===== src/rtl/fft_out_collector_pkg.sv =====
// Shared definitions for the 16-point FFT result path: transform size,
// the packed complex sample word, bank occupancy states, bit reversal.
package fft_out_collector_pkg;

  localparam int FFT_N     = 16;
  localparam int FFT_LOG2N = 4;

  typedef struct packed {
    logic signed [15:0] re;
    logic signed [15:0] im;
  } sample_t;

  typedef enum logic [1:0] {
    BANK_FREE    = 2'd0,
    BANK_FILLING = 2'd1,
    BANK_FULL    = 2'd2
  } bank_st_t;

  // Mirror the bits of a 4-bit bin number (push order -> natural order).
  function automatic logic [FFT_LOG2N-1:0] bitrev4(input logic [FFT_LOG2N-1:0] k);
    logic [FFT_LOG2N-1:0] r;
    for (int i = 0; i < FFT_LOG2N; i++) begin
      r[i] = k[FFT_LOG2N-1-i];
    end
    return r;
  endfunction

endpackage


===== src/rtl/fft_out_collector_bank.sv =====
// One frame bank: 16 complex samples, synchronous write, combinational read.
module frame_bank
  import fft_out_collector_pkg::*;
(
  input  logic                 clk,
  input  logic                 i_we,
  input  logic [FFT_LOG2N-1:0] i_waddr,
  input  sample_t              i_wdata,
  input  logic [FFT_LOG2N-1:0] i_raddr,
  output sample_t              o_rdata
);

  sample_t r_mem [FFT_N];

  // Sample storage; contents are meaningless until written, so no reset.
  always_ff @(posedge clk) begin
    if (i_we) begin
      r_mem[i_waddr] <= i_wdata;
    end
  end

  assign o_rdata = r_mem[i_raddr];

endmodule


===== src/rtl/fft_out_collector.sv =====
// Collects the FFT push/stall result stream into two ping-pong frame banks
// and replays each complete frame in natural bin order on valid/ready.
module fft_out_collector
  import fft_out_collector_pkg::*;
#(
  parameter int BITREV = 1,
  parameter int SKID   = 2
) (
  input  logic               clk,
  input  logic               reset,
  input  logic               in_push,
  input  logic signed [15:0] in_real,
  input  logic signed [15:0] in_imag,
  output logic               in_stall,
  output logic               out_valid,
  input  logic               out_ready,
  output logic signed [15:0] out_real,
  output logic signed [15:0] out_imag,
  output logic [3:0]         out_index,
  output logic               out_last,
  output logic               overflow
);

  bank_st_t             r_st [2];
  logic                 r_wb;
  logic                 r_rb;
  logic [FFT_LOG2N-1:0] r_wcnt;
  logic [FFT_LOG2N-1:0] r_rcnt;
  logic                 r_stall;
  logic                 r_ovf;

  bank_st_t             w_st_n [2];
  logic                 w_wb_n;
  logic                 w_rb_n;
  logic [FFT_LOG2N-1:0] w_wcnt_n;
  logic [FFT_LOG2N-1:0] w_rcnt_n;
  logic                 w_stall_n;
  logic                 w_ovf_n;
  logic                 w_we;
  logic                 w_valid;
  logic [FFT_LOG2N-1:0] w_waddr;
  sample_t              w_wdata;
  sample_t              w_rd [2];
  sample_t              w_word;

  assign w_wdata = {in_real, in_imag};
  assign w_waddr = (BITREV != 0) ? bitrev4(r_wcnt) : r_wcnt;
  assign w_valid = (r_st[r_rb] == BANK_FULL);

  for (genvar b = 0; b < 2; b++) begin : g_bank
    frame_bank u_bank (
      .clk     (clk),
      .i_we    (w_we && (r_wb == 1'(b))),
      .i_waddr (w_waddr),
      .i_wdata (w_wdata),
      .i_raddr (r_rcnt),
      .o_rdata (w_rd[b])
    );
  end

  // Bank states, pointers, stall and sticky overflow registers.
  always_ff @(posedge clk or negedge reset) begin
    if (!reset) begin
      r_st[0] <= BANK_FREE;
      r_st[1] <= BANK_FREE;
      r_wb    <= 1'b0;
      r_rb    <= 1'b0;
      r_wcnt  <= '0;
      r_rcnt  <= '0;
      r_stall <= 1'b0;
      r_ovf   <= 1'b0;
    end else begin
      r_st    <= w_st_n;
      r_wb    <= w_wb_n;
      r_rb    <= w_rb_n;
      r_wcnt  <= w_wcnt_n;
      r_rcnt  <= w_rcnt_n;
      r_stall <= w_stall_n;
      r_ovf   <= w_ovf_n;
    end
  end

  // Next state: write side fills bank wb, read side drains bank rb; they
  // never touch the same bank in one cycle because writes skip FULL banks.
  always_comb begin
    w_st_n   = r_st;
    w_wb_n   = r_wb;
    w_rb_n   = r_rb;
    w_wcnt_n = r_wcnt;
    w_rcnt_n = r_rcnt;
    w_ovf_n  = r_ovf;
    w_we     = 1'b0;
    if (in_push) begin
      if (r_st[r_wb] == BANK_FULL) begin
        w_ovf_n = 1'b1;
      end else begin
        w_we = 1'b1;
        if (r_wcnt == FFT_LOG2N'(FFT_N - 1)) begin
          w_st_n[r_wb] = BANK_FULL;
          w_wcnt_n     = '0;
          w_wb_n       = ~r_wb;
        end else begin
          w_st_n[r_wb] = BANK_FILLING;
          w_wcnt_n     = r_wcnt + 1'b1;
        end
      end
    end
    if (w_valid && out_ready) begin
      if (r_rcnt == FFT_LOG2N'(FFT_N - 1)) begin
        w_st_n[r_rb] = BANK_FREE;
        w_rcnt_n     = '0;
        w_rb_n       = ~r_rb;
      end else begin
        w_rcnt_n = r_rcnt + 1'b1;
      end
    end
    // Post-edge view: stop the producer while its in-flight pushes still fit.
    w_stall_n = ((w_st_n[~w_wb_n] != BANK_FREE) &&
                 (w_wcnt_n >= FFT_LOG2N'(FFT_N - SKID))) ||
                (w_st_n[w_wb_n] == BANK_FULL);
  end

  // Output words; data is masked to zero whenever nothing is being offered.
  always_comb begin
    w_word    = w_rd[r_rb];
    out_valid = w_valid;
    out_real  = w_valid ? w_word.re : '0;
    out_imag  = w_valid ? w_word.im : '0;
    out_index = w_valid ? r_rcnt : '0;
    out_last  = w_valid && (r_rcnt == FFT_LOG2N'(FFT_N - 1));
    in_stall  = r_stall;
    overflow  = r_ovf;
  end

endmodule


===== config.mk =====
export PLATFORM = sky130hd
export DESIGN_NAME = fft_out_collector
export DESIGN_NICKNAME = d
export VERILOG_FILES = /design/src/rtl/fft_out_collector_pkg.sv /design/src/rtl/fft_out_collector_bank.sv /design/src/rtl/fft_out_collector.sv
export SDC_FILE = /design/constraint.sdc
export NUM_CORES = 1
export LEC_CHECK = 0
export ABC_CLOCK_PERIOD_IN_PS = 4700
export CORE_MARGIN = 8
export CORE_UTILIZATION = 55
export DETAILED_ROUTE_END_ITERATION = 10
export GPL_ROUTABILITY_DRIVEN = 0
export HOLD_SLACK_MARGIN = 0.06
export PLACE_DENSITY = 0.72
export SYNTH_ARGS = -nofsm -noshare
export SYNTH_HDL_FRONTEND = slang
export SYNTH_SLANG_ARGS = --single-unit

===== constraint.sdc =====
create_clock -name clk -period 4.7 [get_ports clk]
set_input_delay 0.94 -clock clk [delete_from_list [all_inputs] [get_ports clk]]
set_output_delay 0.94 -clock clk [all_outputs]
set_load 0.1 [all_outputs]

==> run_results.csv, run 1 <==
group,metric,value,unit
status,status,"completed",
yosys,syn_inst,2055,
power,ir_drop,656.5,uV
global_route,grt_max_degree,122,
yosys,async_reset_ff_share,1.538,%
global_route,antenna_found_initial,1,
yosys,ys_seq_area_share,76.81,%
detailed_routing,avgViaCountPerCell,6.587,
place,place_hpwl,53.53,mm
cts,cts_max_path_buffers,3,
yosys,yosys_most_used_dff,"edfxtp_1",
cts,clock_latency,660,ps
sta,setup_viol,0,
sta,worstMarginPinSlew,1212,ps
finish,multiInputGateArea,8921,um2
worst_setup_path,criticalPathCategory,"flop to primary output",
power,pwr-share-clk,31.1,%
yosys,yosysWarnings,0,
power,p_per_area,540.1,nW/um2
detailed_routing,final_antenna_net_count,0,
sta,hold_violations,0,
worst_setup_path,cp_common_cell,"buf_12",
yosys,synth-seq-cells,1040,
sta,rsz0062_at_grt,"false",
sta,clock_skew,15.13,ps
die,die_y,287.6,um
die,start_util,55.59,%
cts,cts_hold_buf,0,
cts,ctsRootBufferMaster,"clkbuf_16",
detailed_routing,vias,21336,
worst_setup_path,cp.arrival,3590,ps
finish,nNetsFinal,2244,
die,num_rows,99,
power,comb_power_share,24.9,%
power,power.internal,17890,uW
sta,finalCriticalPeriod,4534,ps
detailed_routing,routed_wl,99.05,mm
sta,tns,0,ps
detailed_routing,drtPass1Iterations,5,
power,p_sw,7270,uW
power,leakagePower,0.01480,uW
sta,max_freq,0.2206,GHz
place,dp.cells,3057,
power,swShare,28.90,%
finish,diodes,0,
detailed_routing,drc,0,
sta,hold_slack,469.5,ps
worst_setup_path,worst_setup_path_start_kind,"flop",
yosys,synth_cell_type_count,45,
finish,seq_area,31160,um2
worst_setup_path,worst_setup_path_end_kind,"primary output",
cts,clkSinkCount,1040,
cts,numCtsBuffers,102,
worst_hold_path,hp-class,"flop to flop",
cts,cts-resized-gates,0,
sta,period_share,96.47,%
cts,path_clk_slew,60,ps
finish,final_layout_size_suffix_gt1_share,22.11,%
global_route,grtUsageTotal,23.87,%
die,die_w,287.6,um
cts,cts_tree,"yes",
global_route,grt_pass1_wl,145.1,mm
worst_setup_path,slowest_delay,820,ps
finish,synthToLayoutAreaGrowth,14.85,%
die,fp.dieArea,82690,um2
cts,post_cts_buffers,0,
finish,fin_cells,3239,
yosys,avgSynthCellArea,19.74,um2
worst_setup_path,critPathSlowestCell,"o31ai_1",
detailed_routing,route.detailed.wl_per_inst,30.58,um
global_route,grt_pass1_vias,21548,
finish,fillers,4713,
die,num_io_pins,76,
yosys,syn-cell-area,40560,um2
flow_run,drv_cap,0,
global_route,grt_overflow,0,
worst_setup_path,r2r_setup_slack,1700,ps
worst_setup_path,worstPathRequired,3760,ps
sta,relSlewSlack,18.96,%
cts,htreeDepth,3,
place,portBuffers,75,
place,place_area,43400,um2
finish,design_area,46580,um2
detailed_routing,drt_iter0_markers,2392,
yosys,synth_edf_count,1024,
power,seqPwrFrac,44.0,%
worst_setup_path,path_max_fanout,27,
sta,report.final.slew_viol_count,0,
yosys,synth_nets,2097,
worst_setup_path,cp_cell_sequence,"buf_12, buf_4, mux2i_1, o221ai_1, o22ai_1, o31ai_1, buf_12",
die,core,72960,um2
## sequential cells by signal, indices dropped and copies added (netlist names)
register and cells:
in_stall 1, r_wcnt 4, r_rb 1, g_bank.u_bank.r_mem 1024
r_rcnt 4, r_st 4, overflow 1, r_wb 1
## kinds of logic after synthesis
group / after synthesis / synth area share [%]
adder cells (fa/ha/maj): 6 / 0.1851
XOR/XNOR: 4 / 0.1049
AND/OR/NAND/NOR: 118 / 1.478
flip-flops: 1040 / 76.81
buffers and inverters: 129 / 1.567
AO/OA/AOI/OAI: 370 / 6.133
multiplexers: 388 / 13.73
## final cells by class
class                      instances  share of cell area, %
sequential                      1040                  66.91
tap                              959                  2.576
clock inverter                    54                  1.085
inverter                           8                0.06447
multi-input combinational        886                  19.15
timing repair buffer             164                  4.480
clock buffer                     128                  5.735
## final timing paths
path	cells after the start	startpoint	to
worst max-delay path	7	r_rcnt[0]$_DFFE_PN0N_	out_real[2]
worst min-delay path	1	overflow$_DFFE_PN0P_	overflow$_DFFE_PN0P_
worst max register to register	8	r_rcnt[1]$_DFFE_PN0N_	in_stall$_DFF_PN0_
worst min register to register	1	overflow$_DFFE_PN0P_	overflow$_DFFE_PN0P_
max in group asynchronous	1	reset	r_rcnt[2]$_DFFE_PN0N_
min in group asynchronous	1	reset	r_st[1]$_DFF_PN0_
## worst max-delay path: cells and delay by family, from the launching register on
| family | cells | cell delay (ps) |
|---|---|---|
| compound gates | 3 | 1230 |
| flops | 1 | 780 |
| buf+inv | 3 | 780 |
| mux | 1 | 120 |
## synthesized netlist by cell type, types with 5 or more instances
master,instances,area (um2)
a211o_1,32,280.3
a21boi_0,32,240.2
a21oi_1,68,340.3
and2_1,5,31.28
and3_1,16,100.1
buf_1,13,48.80
buf_2,28,140.1
buf_4,23,172.7
clkbuf_1,53,198.9
dfrtp_1,16,400.4
edfxtp_1,1024,30750
ha_1,6,75.07
inv_1,8,30.03
mux2_2,65,732.0
mux2i_1,195,1952
mux4_2,128,2883
nand2_1,52,195.2
nand3_1,6,30.03
nor2_1,13,48.80
nor2b_1,6,37.54
nor3_1,5,25.02
o21ai_0,70,350.3
o221ai_1,64,560.5
o22ai_1,64,400.4
o31ai_1,33,247.7
## metal layers
metal	GRT usage, %	vias up	routed length [um]
li1	-	8842	-
met1	33.71	11144	39320
met2	38.01	1155	47700
met3	4.612	193	9263
met4	6.955	2	2749
met5	0	-	17
## stage by stage
stage / setup slack [ps] / total power, uW / util (%)
2_1_floorplan: 108.9 / 15490 / -
3_3_place_gp: 921.3 / 17360 / 59.49
3_5_place_dp: 800.1 / 17490 / 59.49
4_1_cts: 104.1 / 25250 / 63.84
5_1_grt: 15.40 / 26010 / 63.84
6_report: 166.0 / 25160 / 63.84
## power by group through the flow
stage | logic (uW) | registers, uW | clock network [uW]
global route | 6610 | 11100 | 8290
floorplan | 4410 | 11100 | 0
finish | 6250 | 11100 | 7830
CTS | 6260 | 11100 | 7920
global placement | 6140 | 11200 | 0
detailed placement | 6230 | 11300 | 0
## placed cells by master, fill, tap and decap left out, drive strengths merged, types with 3 or more instances in the layout
master	count
clkbuf	128
and3	17
a21boi	32
nand3	7
inv	12
mux2	65
nor2	13
clkinv	39
o31ai	33
edfxtp	1024
dfrtp	16
o22ai	64
clkdlybuf4s50	37
nor2b	6
nand2	53
nor3	5
mux4	128
nand2b	4
xnor2	3
o21ai	70
and2	6
buf	127
bufinv	9
a211o	32
ha	6
mux2i	195
a21oi	68
o221ai	65
No activity file was read; power rests on OpenSTA's default activity.
==> run 2: changes to the inputs <==
- CTS_CLUSTER_DIAMETER: unset -> 100
==> results of run 2 <==
The final DEF is identical to that of run 1; final timing and power are the same.
